[src/rtl/g_lextend.sv]
// g_lextend: sequential sign/zero extender.
// Keeps the low w = op[4:0] bits of in1 and fills bits w..31 with the sign bit
// in1[w-1] or with zero. The fill is written LANE bits per cycle, and the
// block uses valid/ready handshakes on its input and output.
// LANE must be 1, 2, 4, 8 or 16.
module g_lextend #(
   parameter int unsigned LANE = 4
) (
   input  logic        clk,
   input  logic        rst_n,
   input  logic        in_valid,
   output logic        in_ready,
   input  logic [31:0] op,
   input  logic        sext,
   input  logic [31:0] in1,
   output logic        out_valid,
   input  logic        out_ready,
   output logic [31:0] out,
   output logic        busy
);

   typedef enum logic [1:0] {StIdle, StFill, StDone} state_e;

   state_e      state_q;
   logic [31:0] res_q;
   logic [5:0]  idx_q;
   logic        fill_q;

   logic [4:0]  w;
   logic [4:0]  w_m1;
   logic [31:0] keep_mask;
   logic        sign_bit;
   logic [6:0]  idx_end;
   logic        fill_last;
   logic [31:0] fill_mask;
   logic [31:0] res_fill;
   logic        unused_op;

   assign w         = op[4:0];
   assign unused_op = ^op[31:5];
   assign w_m1      = w - 5'd1;
   // Bits below w survive the accept; w=0 keeps nothing.
   assign keep_mask = (32'd1 << w) - 32'd1;
   // The subtraction wraps for w=0, but that case is masked out here.
   assign sign_bit  = sext & (w != 5'd0) & in1[w_m1];
   // 7-bit sum so idx+LANE never wraps before the comparison.
   assign idx_end   = {1'b0, idx_q} + 7'(LANE);
   assign fill_last = (idx_end >= 7'd32);

   // Select the lane of bits idx..idx+LANE-1 written this FILL cycle.
   always_comb begin
      fill_mask = '0;
      for (int i = 0; i < 32; i++) begin
         fill_mask[i] = (7'(i) >= {1'b0, idx_q}) && (7'(i) < idx_end);
      end
   end

   // Next res value for one FILL cycle.
   always_comb begin
      res_fill = fill_q ? (res_q | fill_mask) : (res_q & ~fill_mask);
   end

   // Control FSM together with the result, index and fill-bit registers.
   always_ff @(posedge clk or negedge rst_n) begin
      if (!rst_n) begin
         state_q <= StIdle;
         res_q   <= '0;
         idx_q   <= '0;
         fill_q  <= 1'b0;
      end else begin
         unique case (state_q)
            StIdle: begin
               if (in_valid) begin
                  res_q   <= in1 & keep_mask;
                  idx_q   <= {1'b0, w};
                  fill_q  <= sign_bit;
                  state_q <= StFill;
               end
            end
            StFill: begin
               res_q <= res_fill;
               idx_q <= idx_end[5:0];
               if (fill_last) begin
                  state_q <= StDone;
               end
            end
            StDone: begin
               if (out_ready) begin
                  state_q <= StIdle;
               end
            end
            default: state_q <= StIdle;
         endcase
      end
   end

   assign busy      = (state_q != StIdle);
   assign out_valid = (state_q == StDone);
   assign in_ready  = !busy && rst_n;
   assign out       = res_q;

endmodule

[config.mk]
export PLATFORM = sky130hd
export DESIGN_NAME = g_lextend
export DESIGN_NICKNAME = d
export VERILOG_FILES = /design/src/rtl/g_lextend.sv
export SDC_FILE = /design/constraint.sdc
export NUM_CORES = 1
export LEC_CHECK = 0
export ABC_AREA = 1
export BUFFER_PORTS_ARGS = -buffer_cell sky130_fd_sc_hd__buf_2
export CAP_MARGIN = 5
export CORE_MARGIN = 3
export CORE_UTILIZATION = 40
export CTS_CLUSTER_DIAMETER = 200
export DETAILED_ROUTE_END_ITERATION = 7
export PLACE_DENSITY = 0.66
export SETUP_SLACK_MARGIN = 0.1
export SKIP_LAST_GASP = 1
export SYNTH_ARGS = -nofsm -noshare
export SYNTH_HDL_FRONTEND = slang
export SYNTH_SLANG_ARGS = --single-unit
[constraint.sdc]
create_clock -name clk -period 1.8 [get_ports clk]
set_input_delay 0.18 -clock clk [delete_from_list [all_inputs] [get_ports clk]]
set_output_delay 0.18 -clock clk [all_outputs]
set_load 0.1 [all_outputs]
# ---- Word-level counts from Yosys, hierarchy flattened
# Index checks and enable logic that the tools add are counted.
dict set report totals {
  out_inout_bits 35
  ff_bits 41
  romBits 0
  n_memories 0
  latch_bits 0
  input_bits 69
  wordCells 137
  ram_bits 0
}
dict set report op_classes {
  n_div 0
  n_bitwise 6
  magnitude_cmp 66
  addsub 3
  multipliers 0
  n_reduce_logical 41
  eq_ne 5
  mux 11
  shifts 1
}
# operator count
set op_table {}
lappend op_table {{$lt 5x7->1 const A} 16}
lappend op_table {{$ge 5x6->1 const A} 16}
lappend op_table {{$and 32x32->32} 2}
lappend op_table {{$mux 32} 2}
lappend op_table {{$pmux 32 s2} 1}
lappend op_table {{$lt 4x7->1 const A} 8}
lappend op_table {{$ge 4x6->1 const A} 8}
lappend op_table {{$logic_and 1x1->1} 33}
lappend op_table {{$not 32->32} 1}
lappend op_table {{$or 32x32->32} 1}
lappend op_table {{$shl 1x5->32 const A} 1}
lappend op_table {{$sub 32x1->32 const B} 1}
lappend op_table {{$lt 3x7->1 const A} 4}
lappend op_table {{$ge 3x6->1 const A} 4}
lappend op_table {{$lt 1x7->1 const A} 2}
lappend op_table {{$lt 2x7->1 const A} 2}
lappend op_table {{$ge 1x6->1 const A} 2}
lappend op_table {{$ge 2x6->1 const A} 2}
lappend op_table {{$pmux 6 s2} 1}
lappend op_table {{$add 6x3->7 const B} 1}
lappend op_table {{$ge 7x6->1 const B} 1}
lappend op_table {{$lt 5x6->1 const B} 1}
lappend op_table {{$mux 2} 3}
lappend op_table {{$mux 6} 1}
lappend op_table {{15 further kinds} 19}

# ---- Longest topological paths before layout
# Gate-level depths: netlist (run 1).
dict set report depth {
  depth_word 7
  mapped_depth 16
  ltp_nobuf 14
}

# ---- Worst setup path after synthesis (run 1)
# No wires, ideal clock.
dict set report synth_path {
  kind {register -> output}
  start {reg state_q[1]}
  end {out in_ready}
  slack_ns -0.682
  arrival_ns 2.302
  path_stages_with_launch 4
  path_buffers 0
  path_cell_list {dfrtp_1 > nor2_1 > inv_1 > nor2_1}
}
dict set report synth_via {
  elab_chain_cells 3
}
# element line_no
set synth_rtl {}
lappend synth_rtl {{start: declaration} 24} ;# state_e state_q;
lappend synth_rtl {{start signal: assignment} 66} ;# state_q <= StIdle;
lappend synth_rtl {{start signal: assignment} 77} ;# state_q <= StFill;
lappend synth_rtl {{start signal: assignment} 84} ;# state_q <= StDone;
lappend synth_rtl {{$reduce_bool 2->1} 97} ;# assign busy = (state_q != StIdle);
lappend synth_rtl {{net busy} 19} ;# output logic busy
lappend synth_rtl {{$logic_not 1->1} 99} ;# assign in_ready = !busy && rst_n;
lappend synth_rtl {{$logic_and 1x1->1} 99}
lappend synth_rtl {{end: declaration} 12} ;# output logic in_ready,
# The timed path passes the listed nets, and every way through them passes these cells.

==> impl_results.md, run 1 <==
- Skew final: between 6 and 7 ps
- Clk slew on worst S/H paths: 60 ps
- Top-Level Pins: 104
- Filler cell count: 1193
- RePlAce Congestion: ~1.1
- Via Count: 6490
- FF+latch count, synth: 41
- Min Clock Period, post-route: 1910 ps
- Setup TNS: -1670 ps
- HP Class: input pin to asynchronous set/reset pin
- P_sw: 9.27 mW
- Synth area leader: dfrtp_1
- Hold buffer count at CTS: 0
- Crit path DAT: 2100 ps
- Max-Cap Viols: 0
- Initial antenna violation count: 0
- Synth Instances: 867
- Row count: 40
- Synth cell types: 42
- R2R setup slack: -110 ps
- Leak: about 3.8 nW
- H-tree depth: 2
- Ranking of synthesized cells by area: dfrtp_1 (20%), nand2_1 (17%), nor2_1 (9.1%)
- Most frequent cells in the layout: nand2_1 (204), buf_4 (119), nor2_1 (103)
- Comb pwr share: 0.826
- Synth warnings: 0
- RSZ-0062 raised after global routing: true
- Die height: between 100 and 150 um
- GRT overflow: 0
- Layout cells sized above 1: 0.385
- Worst setup SP type: flop
- Failing checks: negative hold slack, negative setup slack
- Detailed placement HPWL: 16.0 mm
- Yosys top cell area share: 0.201
- Most common cell after layout, fill and taps aside: nand2_1
- Nets: 1133
- Core Region: 12300 um2
- Max Slew Vio Count: 0
- Final worst hold slack: -26.1 ps
- P per Cell Area: 2100 nW/um2
- Pre-CTS setup slack: -318 ps
- Crit path capture type: flop
- Syn Nets: about 950
- Number of global-route vias before repair: 6022
- F_max: 522 MHz
- N_diodes: 0
- Root Buffer: clkbuf_16
- Fin crit share: 1.06
- Slew HR: 0.632
- Synthesized area per cell: between 5 and 6 um2
- Max Root-Sink Buffers: 2
- DIE WIDTH: 119 um
- Final Hold Viols: 41
- Register share of total power: 0.114
- Crit Path Class: flop to flop
- CTS tree: yes
- Sequential fraction of the synthesis area: 0.201
- Final Util: 0.604
- Post-Route WL: just over 20 mm
- DR pass1 iterations: 5
- Reg2reg path depth: 12
- First-pass GRT wire length: 31.4 mm
- Post-DR vias/cell: 5.31
- Post-route ant nets: 0
- Sw frac: 0.596
- Placed cell area: 6590 um2
- P&R area growth vs syn: 45.1%
- Total track usage: 0.277
- Remaining DRCs: 0
- Largest net degree at the start of global routing: 42
- Buffers on Ports: 76
- Cells after DPL: 1196
- Design Area, Final: 7410 um2
- Cell area after synthesis: a little over 5000 um2
- Drt wl/cell: ~16 um
- Cts bufs inserted: 5
- Final setup vio count: 24
- Final total power: 15.6 mW
- Worst-Margin Slew: roughly 550 ps
- Final non-filler cell total: 1223
- Worst R2R Start: idx_q[2]
- Clock Power Share: 0.059
- Setup ws final: -114 ps
- Clock Sinks: 41
- Worst EP required: slightly below 2000 ps
- Initial DRC count: 539
- Die area: 14200 um2
- Worst skew pair latency: 300 ps
- Peak VDD IR: 0.936 mV
- Run status: complete, but fails checks
- Crit path max fanout: 6
- Starting Density: 0.417
- Int Power: 6.29 mW
==> per-layer routing <==
metal	up-vias	share of wire	routed length [um]	GRT usage
li1	3215	-	-	-
met1	2962	0.43	8590	0.368
met2	260	0.47	9520	0.460
met3	53	0.061	1230	0.0280
met4	0	0.041	825	0.111
met5	-	0	0	0
==> worst max path at each step <==
stage / startpoint / slack (ps) / to / cells after the start
CTS: idx_q[2] / -60 / flop / 12
global route: idx_q[2] / -200 / flop / 13
detailed placement: op[0] / -320 / flop / 13
floorplan: idx_q[2] / 70 / flop / 9
finish: idx_q[2] / -110 / flop / 12
global placement: op[0] / -300 / flop / 13
==> cell usage after synthesis, drive strengths merged <==
| library cell | n |
|---|---|
| ha | 10 |
| a31oi | 3 |
| o22ai | 7 |
| and2 | 1 |
| o21a | 1 |
| o21bai | 1 |
| clkbuf | 19 |
| o211ai | 13 |
| clkinv | 3 |
| nand4 | 21 |
| inv | 87 |
| xor2 | 2 |
| buf | 19 |
| or2 | 4 |
| a22oi | 2 |
| o21ai | 69 |
| xnor2 | 1 |
| nor2 | 154 |
| nand2 | 248 |
| nor3 | 5 |
| a21oi | 54 |
| o221ai | 1 |
| a21boi | 1 |
| nand3 | 81 |
| nand3b | 18 |
| and3b | 1 |
| dfrtp | 41 |
==> kinds of logic (layout without fill, tap and decap cells) <==
family | after synthesis | count (layout) | share of synthesized area
AO/OA/AOI/OAI | 152 | 152 | 0.165
XOR/XNOR | 3 | 3 | 0.00514
adder cells (fa/ha/maj) | 10 | 10 | 0.0245
buffers and inverters | 128 | 316 | 0.109
flip-flops | 41 | 41 | 0.201
AND/OR/NAND/NOR | 533 | 533 | 0.496
==> power groups by stage <==
stage	clock, mW	combinational [mW]	sequential (mW)
floorplan	0	4.90	3.96
global placement	0	10.4	1.76
finish	0.924	12.9	1.78
CTS	0.926	11.7	1.77
detailed placement	0	10.5	1.76
global route	0.953	13.8	1.83
==> what timing repair did <==
| action | in CTS | in global routing |
|---|---|---|
| buffers inserted | 9 | 9 |
| endpoints found under the setup margin | 31 | 34 |
| pin swaps | 36 | 33 |
| gates cloned | 0 | 1 |
| gates resized for setup | 84 | 79 |
==> cell type report <==
type                            instances  area (um2)  area share
Sequential cell                        41        1030       0.139
Tap cell                              168         210      0.0284
Multi-Input combinational cell        698        4020       0.543
Timing Repair Buffer                  218        1630       0.220
Inverter                               90         372      0.0501
Clock buffer                            6         129      0.0174
Clock inverter                          2        15.0     0.00203
==> critical path, cell delays in order, from the launching register on <==
cell	delay (ps)
dfrtp_2	470
ha_4	210
nand2_4	90
nor2_4	50
buf_6	110
nor2_4	150
buf_6	160
buf_4	130
nand3_4	80
nand3_4	110
nand2_2	70
a21oi_2	130
a21oi_1	40
No activity file was read; power rests on OpenSTA's default activity.
==> run 2: changes to the inputs <==
--- a/config.mk
+++ b/config.mk
@@ -9,10 +9,10 @@
 export BUFFER_PORTS_ARGS = -buffer_cell sky130_fd_sc_hd__buf_2
 export CAP_MARGIN = 5
 export CORE_MARGIN = 3
-export CORE_UTILIZATION = 40
+export CORE_UTILIZATION = 52
 export CTS_CLUSTER_DIAMETER = 200
 export DETAILED_ROUTE_END_ITERATION = 7
-export PLACE_DENSITY = 0.66
+export PLACE_DENSITY = 0.81
 export SETUP_SLACK_MARGIN = 0.1
 export SKIP_LAST_GASP = 1
 export SYNTH_ARGS = -nofsm -noshare
==> run 2 against run 1 <==
  * The flow finishes with violations (negative setup slack)
  * Total power fell by 7.6%
  * Register-to-register slack got worse by 30 ps
  * Sequential share of layout area rose by 0.75 points
  * Non-clock buffer count fell by 9
  * First-iteration DRC count fell by 3.9%
  * Sequential power barely moved
  * Largest power group unchanged
  * Via count rose by 1.8%
==> impl_results.md, run 2 (synthesized netlist as in run 1, its figures left out) <==
- RSZ-0062 raised after global routing: true (unchanged)
- Die area: 11100 um2 (was 14200 um2)
- Nets: 1124 (was 1133)
- CP cell instances: ha_4 > nand2_4 > inv_4 > nor2_4 > nand2_4 > nor2_4 > o21ai_2 > o21ai_0 > and2_1 > a21oi_2 (was ha_4 > nand2_4 > nor2_4 > buf_6 > nor2_4 > buf_6 > buf_4 > nand3_4 > nand3_4 > nand2_2 > a21oi_2 > a21oi_1)
- Setup ws final: -147 ps (was -114 ps)
- Top-Level Pins: 104 (unchanged)
- Remaining DRCs: 0 (unchanged)
- Peak VDD IR: 1.37 mV (was 0.936 mV)
- Crit Path Class: flop to flop (unchanged)
- Worst-Margin Slew: 539 ps (was 552 ps)
- Drt wl/cell: 16.8 um (was 16.5 um)
- Routed length on met1: 7.80 mm (was 8.59 mm)
- Final setup vio count: 28 (was 24)
- Worst Setup SP: idx_q[2] (unchanged)
- Total track usage: 0.342 (was 0.277)
- Worst setup SP type: flop (unchanged)
- Most common cell after layout, fill and taps aside: nand2_1 (unchanged)
- CTS tree: yes (unchanged)
- Final Hold Viols: 0 (was 41)
- Clk slew on worst S/H paths: 80 ps (was 60 ps)
- HP Class: input pin to flop (was input pin to asynchronous set/reset pin)
- Slowest CP cell: dfrtp_2 (unchanged)
- Min Clock Period, post-route: 1950 ps (was 1910 ps)
- RePlAce Congestion: 1.01 (was 1.07)
- Post-DR vias/cell: 5.62 (was 5.31)
- Worst EP required: 1990 ps (was 1980 ps)
- Routed wl met3: 1.65 mm (was 1.23 mm)
- Most frequent cells in the layout: nand2_1 (217), buf_4 (118), nor2_1 (109) (was nand2_1 (204), buf_4 (119), nor2_1 (103))
- Row count: 35 (was 40)
- Top Metal Used: met4 (unchanged)
- Failing checks: negative setup slack (was negative hold slack, negative setup slack)
- Buffers on Ports: 76 (unchanged)
- H-tree depth: 2 (unchanged)
- P&R area growth vs syn: 37.7% (was 45.1%)
- Max-Cap Viols: 0 (unchanged)
- N_diodes: 0 (unchanged)
- Met2 WL post-DR: 9.54 mm (was 9.52 mm)
- Run status: complete, but fails checks (unchanged)
- Starting Density: 0.543 (was 0.417)
- Largest net degree at the start of global routing: 42 (unchanged)
- Final Util: 0.747 (was 0.604)
- DR pass1 iterations: 8 (was 5)
- Initial antenna violation count: 0 (unchanged)
- R2R setup slack: -150 ps (was -110 ps)
- Max Root-Sink Buffers: 2 (unchanged)
- Reg2reg path depth: 10 (was 12)
- Filler cell count: 795 (was 1193)
- Worst R2R Start: idx_q[2] (unchanged)
- Number of global-route vias before repair: 5973 (was 6022)
- Final worst hold slack: 77.5 ps (was -26.1 ps)
- Crit path capture type: flop (unchanged)
- Slew HR: 0.641 (was 0.632)
- Fin crit share: 1.08 (was 1.06)
- Layout cells sized above 1: 0.359 (was 0.385)
- DIE WIDTH: 105 um (was 119 um)
- Skew final: 9.08 ps (was 6.52 ps)
- Worst skew pair latency: 300 ps (about the same)
- First-pass GRT wire length: 30.2 mm (was 31.4 mm)
- Die height: 105 um (was 119 um)
- Crit path DAT: 2140 ps (was 2100 ps)
- Initial DRC count: 518 (was 539)
- Max Slew Vio Count: 0 (unchanged)
- Via Count: 6606 (was 6490)
- Post-Route WL: 19.8 mm (was 20.2 mm)
- P per Cell Area: 2040 nW/um2 (was 2100 nW/um2)
- Clock Sinks: 41 (unchanged)
- Crit-path max cell delay: 480 ps (was 470 ps)
- Crit path max fanout: 8 (was 6)
- Post-route ant nets: 0 (unchanged)
- Detailed placement HPWL: 15.5 mm (was 16.0 mm)
- Leak: 3.76 nW (was 3.84 nW)
- GRT overflow: 0 (unchanged)
- Root Buffer: clkbuf_8 (was clkbuf_16)
- F_max: 514 MHz (was 522 MHz)
- Core Region: 9420 um2 (was 12300 um2)
- Cts bufs inserted: 5 (unchanged)
run 2: cell count changes in the layout (fill, tap and decap cells not counted), sizes merged:
cell and delta:
clkinv +1, inv +1, clkinvlp -3, buf -9
dlygate4sd3 +1
run 2: repair_timing:
item / in CTS / in global routing
buffers inserted: 2 / 8
resized for setup: 56 / 61
setup endpoints to repair: 31 / 33
cloned: 1 / 0
hold endpoints to repair: 41 / 0
pin swaps: 20 / 24
hold buffers: 1 / 0
run 2: area by class of cell:
type	instances	area (um2)	share of cell area
repair buffers	209	1510	0.214
clock inverters	1	5.00	0.000711
clock buffers	7	96.3	0.0137
well taps	129	161	0.0229
inverters	90	360	0.0512
flip-flops and latches	41	1030	0.147
multi-input cells	698	3870	0.551
run 2: worst min-delay path by stage:
| stage | startpoint | end | cells after the start |
|---|---|---|---|
| detailed placement | rst_n | idx_q[1] | 2 |
| finish | out_ready | state_q[1] | 2 |
| CTS | out_ready | state_q[1] | 2 |
| floorplan | rst_n | asynchronous set/reset pin | 0 |
| global route | out_ready | state_q[1] | 2 |
| global placement | rst_n | asynchronous set/reset pin | 2 |
run 2: metal layers:
| metal | up-vias | global-route usage |
|---|---|---|
| met1 | 3013 | 0.431 |
| met3 | 74 | 0.0476 |
| met2 | 337 | 0.592 |
| met4 | 0 | 0.128 |
| met5 | - | 0 |
| li1 | 3182 | - |
run 2: where the power goes:
part           internal, mW  switching [mW]
sequential             1.39           0.397
combinational          3.81            8.09
clock                 0.347           0.347
total                  5.55            8.83
run 2: worst max-delay path: cells and delay by family (launching register included):
| kind | cells | cell delay (ps) |
|---|---|---|
| compound gates | 3 | 390 |
| buf+inv | 1 | 50 |
| fa+ha+maj | 1 | 200 |
| flops | 1 | 480 |
| simple gates | 5 | 710 |
run 2: stage by stage:
step	instance area, um2	setup WS [ps]	total power, mW	cells	setup TNS [ps]
finish	7030	-147	14.4	1175	-2030
global route	7030	-256	15.2	1175	-4900
CTS	6770	-76.3	13.3	1167	-1200
detailed placement	6490	-246	12.0	1155	-5300
global placement	6490	-252	11.8	1155	-4130
floorplan	5200	69.9	8.85	867	0
